`config.mk`:
```
export PLATFORM = sky130hd
export DESIGN_NAME = cw12_encoder_channel_flat
export DESIGN_NICKNAME = d
export VERILOG_FILES = /design/src/rtl/cw12_pkg.sv /design/src/rtl/cw12_encoder_channel_if.sv /design/src/rtl/cw12_lfsr16.sv /design/src/rtl/cw12_encoder_channel.sv /design/src/flat_wrapper.sv
export SDC_FILE = /design/constraint.sdc
export NUM_CORES = 1
export LEC_CHECK = 0
export ABC_AREA = 1
export ABC_CLOCK_PERIOD_IN_PS = 5310
export CAP_MARGIN = 0
export CELL_PAD_IN_SITES_DETAIL_PLACEMENT = 2
export CELL_PAD_IN_SITES_GLOBAL_PLACEMENT = 2
export CORE_ASPECT_RATIO = 1.25
export CORE_MARGIN = 5
export CORE_UTILIZATION = 33
export DETAILED_ROUTE_END_ITERATION = 8
export GPL_TIMING_DRIVEN = 0
export PLACE_DENSITY_LB_ADDON = 0.1
export SYNTH_ARGS = -nofsm -noshare
export SYNTH_HDL_FRONTEND = slang
export SYNTH_HIERARCHICAL = 1
export SYNTH_SLANG_ARGS = --single-unit
export TNS_END_PERCENT = 100
```
`constraint.sdc`:
```
create_clock -name clk -period 5.31 [get_ports clk]
set_input_delay 1.062 -clock clk [delete_from_list [all_inputs] [get_ports clk]]
set_output_delay 1.062 -clock clk [all_outputs]
set_load 0.02 [all_outputs]
```
`src/rtl/cw12_pkg.sv`:
```
// Shared constants for the (12,4) encoder channel: generator rows, codeword
// table, FSM state and error-mode encodings, LFSR taps.
package cw12_pkg;

  typedef logic [11:0] cw_t;

  localparam cw_t GEN_ROW [4] = '{12'h03B, 12'h0EC, 12'h3B0, 12'hEC0};

  // Precomputed XOR-of-rows for every message; cw[j] matches the decoder's table.
  localparam cw_t CW_TABLE [16] = '{
    12'h000, 12'h03B, 12'h0EC, 12'h0D7,
    12'h3B0, 12'h38B, 12'h35C, 12'h367,
    12'hEC0, 12'hEFB, 12'hE2C, 12'hE17,
    12'hD70, 12'hD4B, 12'hD9C, 12'hDA7
  };

  typedef enum logic [1:0] {
    ST_IDLE   = 2'd0,
    ST_ENCODE = 2'd1,
    ST_INJECT = 2'd2,
    ST_HOLD   = 2'd3
  } state_e;

  typedef enum logic [1:0] {
    ERR_NONE = 2'b00,
    ERR_MASK = 2'b01,
    ERR_RAND = 2'b10,
    ERR_RSVD = 2'b11
  } err_mode_e;

  localparam logic [15:0] LFSR_TAPS = 16'hB400;

  function automatic cw_t encode(input logic [3:0] m);
    cw_t r;
    r = '0;
    for (int i = 0; i < 4; i++)
      if (m[i]) r = r ^ GEN_ROW[i];
    return r;
  endfunction

endpackage

```
`src/rtl/cw12_encoder_channel_if.sv`:
```
// Message handshake in, held codeword bus out. master = message source and
// codeword consumer, slave = the encoder channel.
interface cw12_encoder_channel_if;
  logic        msg_valid;
  logic        msg_ready;
  logic [3:0]  msg;
  logic [1:0]  err_mode;
  logic [11:0] err_mask;
  logic [11:0] tx_bits;
  logic [11:0] tx_clean;
  logic [3:0]  tx_msg;
  logic        tx_valid;
  logic [3:0]  tx_err_weight;

  modport master (
    output msg_valid, msg, err_mode, err_mask,
    input  msg_ready, tx_bits, tx_clean, tx_msg, tx_valid, tx_err_weight
  );

  modport slave (
    input  msg_valid, msg, err_mode, err_mask,
    output msg_ready, tx_bits, tx_clean, tx_msg, tx_valid, tx_err_weight
  );
endinterface

```
`src/rtl/cw12_lfsr16.sv`:
```
// 16-bit right-shifting Galois LFSR; reloads SEED on reset, steps when en.
module cw12_lfsr16
  import cw12_pkg::*;
#(
  parameter logic [15:0] SEED = 16'hACE1
) (
  input  logic        clk,
  input  logic        rst_n,
  input  logic        en,
  output logic [15:0] state
);

  always_ff @(posedge clk or negedge rst_n) begin
    if (!rst_n)  state <= SEED;
    else if (en) state <= {1'b0, state[15:1]} ^ (state[0] ? LFSR_TAPS : 16'h0000);
  end

endmodule

```
`src/rtl/cw12_encoder_channel.sv`:
```
// Encodes a 4-bit message into the (12,4) codeword, optionally corrupts it,
// and holds it for HOLD_CYCLES so the handshake-less decoder can consume it.
module cw12_encoder_channel
  import cw12_pkg::*;
#(
  parameter int          HOLD_CYCLES = 64,
  parameter int          MAX_ERR     = 2,
  parameter logic [15:0] LFSR_SEED   = 16'hACE1
) (
  input  logic                    clk,
  input  logic                    rst_n,
  cw12_encoder_channel_if.slave   bus
);

  localparam logic [7:0] HOLD_LAST = 8'(HOLD_CYCLES - 1);
  localparam logic [1:0] FLIP_LAST = 2'(MAX_ERR - 1);

  state_e      state;
  logic [3:0]  msg_q;
  err_mode_e   mode_q;
  logic [11:0] mask_q;
  logic [11:0] tx_bits_q;
  logic [11:0] tx_clean_q;
  logic [3:0]  tx_msg_q;
  logic        tx_valid_q;
  logic [7:0]  hold_cnt;
  logic [1:0]  flip_cnt;
  logic [15:0] lfsr;

  cw12_lfsr16 #(.SEED(LFSR_SEED)) u_lfsr (
    .clk   (clk),
    .rst_n (rst_n),
    .en    (state == ST_INJECT),
    .state (lfsr)
  );

  // Positions 12..15 read as "already flipped" so out-of-range picks retry.
  logic [15:0] diff16;
  logic [3:0]  pos;
  logic        pos_ok;
  logic [11:0] flip_vec;
  assign diff16   = {4'hF, tx_bits_q ^ tx_clean_q};
  assign pos      = lfsr[3:0];
  assign pos_ok   = ~diff16[pos];
  assign flip_vec = 12'(16'h0001 << pos);

  always_ff @(posedge clk or negedge rst_n) begin
    if (!rst_n) begin
      state      <= ST_IDLE;
      msg_q      <= '0;
      mode_q     <= ERR_NONE;
      mask_q     <= '0;
      tx_bits_q  <= '0;
      tx_clean_q <= '0;
      tx_msg_q   <= '0;
      tx_valid_q <= 1'b0;
      hold_cnt   <= '0;
      flip_cnt   <= '0;
    end else begin
      case (state)
        ST_IDLE: if (bus.msg_valid) begin
          msg_q  <= bus.msg;
          mode_q <= err_mode_e'(bus.err_mode);
          mask_q <= bus.err_mask;
          state  <= ST_ENCODE;
        end
        ST_ENCODE: begin
          tx_clean_q <= CW_TABLE[msg_q];
          tx_msg_q   <= msg_q;
          tx_bits_q  <= CW_TABLE[msg_q] ^ ((mode_q == ERR_MASK) ? mask_q : 12'h000);
          if (mode_q == ERR_RAND && MAX_ERR > 0) begin
            flip_cnt <= '0;
            state    <= ST_INJECT;
          end else begin
            hold_cnt   <= '0;
            tx_valid_q <= 1'b1;
            state      <= ST_HOLD;
          end
        end
        ST_INJECT: if (pos_ok) begin
          tx_bits_q <= tx_bits_q ^ flip_vec;
          flip_cnt  <= flip_cnt + 2'd1;
          if (flip_cnt == FLIP_LAST) begin
            hold_cnt   <= '0;
            tx_valid_q <= 1'b1;
            state      <= ST_HOLD;
          end
        end
        ST_HOLD: begin
          if (hold_cnt == HOLD_LAST) begin
            tx_valid_q <= 1'b0;
            state      <= ST_IDLE;
          end else begin
            hold_cnt <= hold_cnt + 8'd1;
          end
        end
        default: state <= ST_IDLE;
      endcase
    end
  end

  assign bus.msg_ready     = (state == ST_IDLE);
  assign bus.tx_bits       = tx_bits_q;
  assign bus.tx_clean      = tx_clean_q;
  assign bus.tx_msg        = tx_msg_q;
  assign bus.tx_valid      = tx_valid_q;
  assign bus.tx_err_weight = 4'($countones(tx_bits_q ^ tx_clean_q));

endmodule

```
`src/flat_wrapper.sv`:
```
// flat-port wrapper written by rule: the top's interface ports become plain ports
module cw12_encoder_channel_flat import cw12_pkg::*;
#(
  parameter int          HOLD_CYCLES = 64,
  parameter int          MAX_ERR     = 2,
  parameter logic [15:0] LFSR_SEED   = 16'hACE1
)
  (clk, rst_n, bus_msg_valid, bus_msg, bus_err_mode, bus_err_mask, bus_msg_ready, bus_tx_bits, bus_tx_clean, bus_tx_msg, bus_tx_valid, bus_tx_err_weight);
  cw12_encoder_channel_if bus_i ();
  input  logic clk;
  input  logic rst_n;
  input wire logic [$bits(bus_i.msg_valid)-1:0] bus_msg_valid;
  input wire logic [$bits(bus_i.msg)-1:0] bus_msg;
  input wire logic [$bits(bus_i.err_mode)-1:0] bus_err_mode;
  input wire logic [$bits(bus_i.err_mask)-1:0] bus_err_mask;
  output wire logic [$bits(bus_i.msg_ready)-1:0] bus_msg_ready;
  output wire logic [$bits(bus_i.tx_bits)-1:0] bus_tx_bits;
  output wire logic [$bits(bus_i.tx_clean)-1:0] bus_tx_clean;
  output wire logic [$bits(bus_i.tx_msg)-1:0] bus_tx_msg;
  output wire logic [$bits(bus_i.tx_valid)-1:0] bus_tx_valid;
  output wire logic [$bits(bus_i.tx_err_weight)-1:0] bus_tx_err_weight;
  assign bus_i.msg_valid = bus_msg_valid;
  assign bus_i.msg = bus_msg;
  assign bus_i.err_mode = bus_err_mode;
  assign bus_i.err_mask = bus_err_mask;
  assign bus_msg_ready = bus_i.msg_ready;
  assign bus_tx_bits = bus_i.tx_bits;
  assign bus_tx_clean = bus_i.tx_clean;
  assign bus_tx_msg = bus_i.tx_msg;
  assign bus_tx_valid = bus_i.tx_valid;
  assign bus_tx_err_weight = bus_i.tx_err_weight;
  cw12_encoder_channel #(.HOLD_CYCLES(HOLD_CYCLES), .MAX_ERR(MAX_ERR), .LFSR_SEED(LFSR_SEED)) u_core (.clk(clk), .rst_n(rst_n), .bus(bus_i));
endmodule
```
==> flow_metrics.tcl <==
set metrics [dict create \
    cp_max_fo 4 \
    drtIter0Drc 96 \
    clk_latency_ns 0.34 \
    grt_max_degree 49 \
    tritoncts "built" \
    cp-end-kind "primary output" \
    hold_path.class "register to register" \
    htreeDepth 3 \
    ys_types 35 \
    ys_warn_count 6 \
    setup_viol_count_final 0 \
    die_h_um 137 \
    outcome "finished clean" \
    core_area_um2 12700 \
    synthCells 531 \
    max_freq_mhz 191 \
    cts_root_buffer "clkbuf_16" \
    async_reset_ff_frac 1.00 \
    gp_congestion 0.777 \
    cts.sinks 69 \
    drive_above_1_share 0.172 \
    remaining_drc_errors 0 \
    grt_pass1_vias 4274 \
    antenna_found_initial 0 \
    synth_top_area_share 0.360 \
    synth_common_cells "nand2_1 (155), dfrtp_1 (61), inv_1 (61)" \
    start_kind "register" \
    viasPerCell 4.88 \
    slew_viol_final 0 \
    worstSetupPathType "register to primary output" \
    worstMarginPinSlew_ns 0.667 \
    nFillCells 1442 \
    die_area_um2 15200 \
    synth_area_per_cell_um2 7.98 \
    arrival_ns 4.17 \
    overflow 0 \
    portBuffers 54 \
    synthTopCellsByArea "dfrtp_1 (36%), nand2_1 (14%), inv_1 (5.4%)" \
    synth.net_count 571 \
    fin_crit_ns 5.24 \
    final_core_util 0.431 \
    pre_cts_slack_ns -0.146 \
    place_inst 754 \
    numCtsBuffers 9 \
    synth_area_um2 4240 \
    initial_core_util 0.335 \
    ctsHoldBuffers 0 \
    final_cells 780 \
    synth.most_common_cell "nand2_1" \
    io_pins 55 \
    synth_edf_count 0 \
    ant_nets 0 \
    clockBufferDepth 2 \
    fin_ws_ns 0.0734 \
    required_ns 4.25 \
    clk_pin_slew_worst_paths_ns 0.06 \
    vias 3810 \
    wl_per_cell_um 17.7 \
    grt_use_total 0.189 \
    slew_headroom 0.553 \
    area_delta_synth_final_pct 28.7 \
    final_nets 647 \
    ys_seq_elements 69 \
    yosysSeqAreaShare 0.410 \
    finClkSkew_ns 0.00808 \
    rows 46 \
    hold_viol_final 0 \
    wirelength_um 13800 \
    die_x_um 111 \
    diodes 0 \
    drt-pass1-iter-count 5 \
    maxCapViolations 0 \
    synth_ff_type "dfrtp_1" \
    timing.final.crit_share 0.986 \
    yosysTopAreaCell "dfrtp_1" \
    dpl.hpwl_um 10500 \
    grt_first_pass_wirelength_um 22500 \
]
[registers in the layout, summed over array words and instances (netlist names)]
register and cells:
u_core/bus.tx_bits 12, u_core/bus.tx_clean 10, u_core/bus.tx_valid 1, u_core/flip_cnt 2, u_core/hold_cnt 8, u_core/mask_q 12
u_core/mode_q 2, u_core/msg_q 4, u_core/state 2, u_core/u_lfsr/state 16
[metrics by stage]
stage | TNS (ns) | hold slack (ns) | instance area (um2)
3_5_place_dp | -0.287 | 0.458 | 5010
6_report | 0 | 0.468 | 5450
3_3_place_gp | -0.0829 | 0.450 | 4990
4_1_cts | 0 | 0.473 | 5350
5_1_grt | -0.122 | 0.493 | 5450
2_1_floorplan | 0 | 0.442 | 4240
[repair_timing]
action	4_1_cts	5_1_grt
pin swaps	2	6
setup buffers	2	8
resized for setup	8	20
setup endpoints to repair	4	4
[path summary, 6_finish.rpt]
| path | depth (start not counted) | slack [ns] | startpoint | end |
|---|---|---|---|---|
| worst min register to register | 2 | 0.47 | u_core/u_lfsr/state[7]$_DFFE_PN1P_ | u_core/u_lfsr/state[7]$_DFFE_PN1P_ |
| worst max register to register | 12 | 3.09 | u_core/u_lfsr/state[0]$_DFFE_PN1P_ | u_core/bus.tx_bits[7]$_DFFE_PN0P_ |
| min in group asynchronous | 1 | 0.63 | rst_n | u_core/mask_q[0]$_DFFE_PN0P_ |
| worst max-delay path | 13 | 0.07 | u_core/bus.tx_clean[1]$_DFFE_PN0P_ | bus_tx_err_weight[1] |
| max in group asynchronous | 2 | 4.08 | rst_n | u_core/u_lfsr/state[10]$_DFFE_PN1P_ |
| worst min-delay path | 2 | 0.47 | u_core/u_lfsr/state[7]$_DFFE_PN1P_ | u_core/u_lfsr/state[7]$_DFFE_PN1P_ |
[kinds of logic (layout without fill, tap and decap cells)]
logic type | after synthesis | count (layout) | share of synthesized area
flip-flops | 69 | 69 | 0.410
AND/OR/NAND/NOR | 255 | 255 | 0.264
AO/OA/AOI/OAI | 77 | 77 | 0.107
buffers and inverters | 86 | 167 | 0.0927
multiplexers | 11 | 11 | 0.0292
adder cells (fa/ha/maj) | 19 | 19 | 0.0685
XOR/XNOR | 14 | 14 | 0.0289
[area by class of cell]
type                    instances  area (um2)  share of cell area
plain buffers                  22         148              0.0271
clock buffers                  11         233              0.0427
clock inverters                 5         100              0.0184
inverters                      64         245              0.0450
multi-input cells             376        2130               0.391
flip-flops and latches         69        1740               0.319
well taps                     168         210              0.0385
repair buffers                 65         642               0.118
[cell usage in the layout (no fill, tap or decap), types with 8 or more instances in the layout]
cell and count:
buf_4 19, inv_1 57, and2_1 8, dfrtp_1 57, nor2_1 27, o21ai_0 30, ha_1 11, nand3_1 35
clkdlybuf4s50_1 50, clkbuf_16 9, mux2_2 11, a21oi_1 23, o21ai_2 12, xor2_1 8, clkbuf_1 11, dfstp_2 8
nand2_1 154
[metal layers]
| metal | global-route usage | up-vias | routed length (um) |
|---|---|---|---|
| li1 | - | 1835 | - |
| met1 | 0.208 | 1919 | 5680 |
| met2 | 0.368 | 45 | 7730 |
| met3 | 0.0296 | 11 | 270 |
| met4 | 0.0615 | 0 | 154 |
| met5 | 0 | - | 0 |
[worst max-delay path, stage by stage (launching register included)]
cell     delay [ns]
dfrtp_1        0.43
buf_6          0.13
nand2_1        0.07
and2_4         0.16
fa_1           0.50
fa_1           0.53
fa_1           0.58
fa_1           0.42
inv_1          0.08
ha_2           0.19
inv_2          0.05
fa_2           0.51
inv_1          0.04
buf_4          0.14
Power is left out: the tool's default activity adds up to more than one toggle a clock period on the data nets, which glitch-free logic cannot reach.
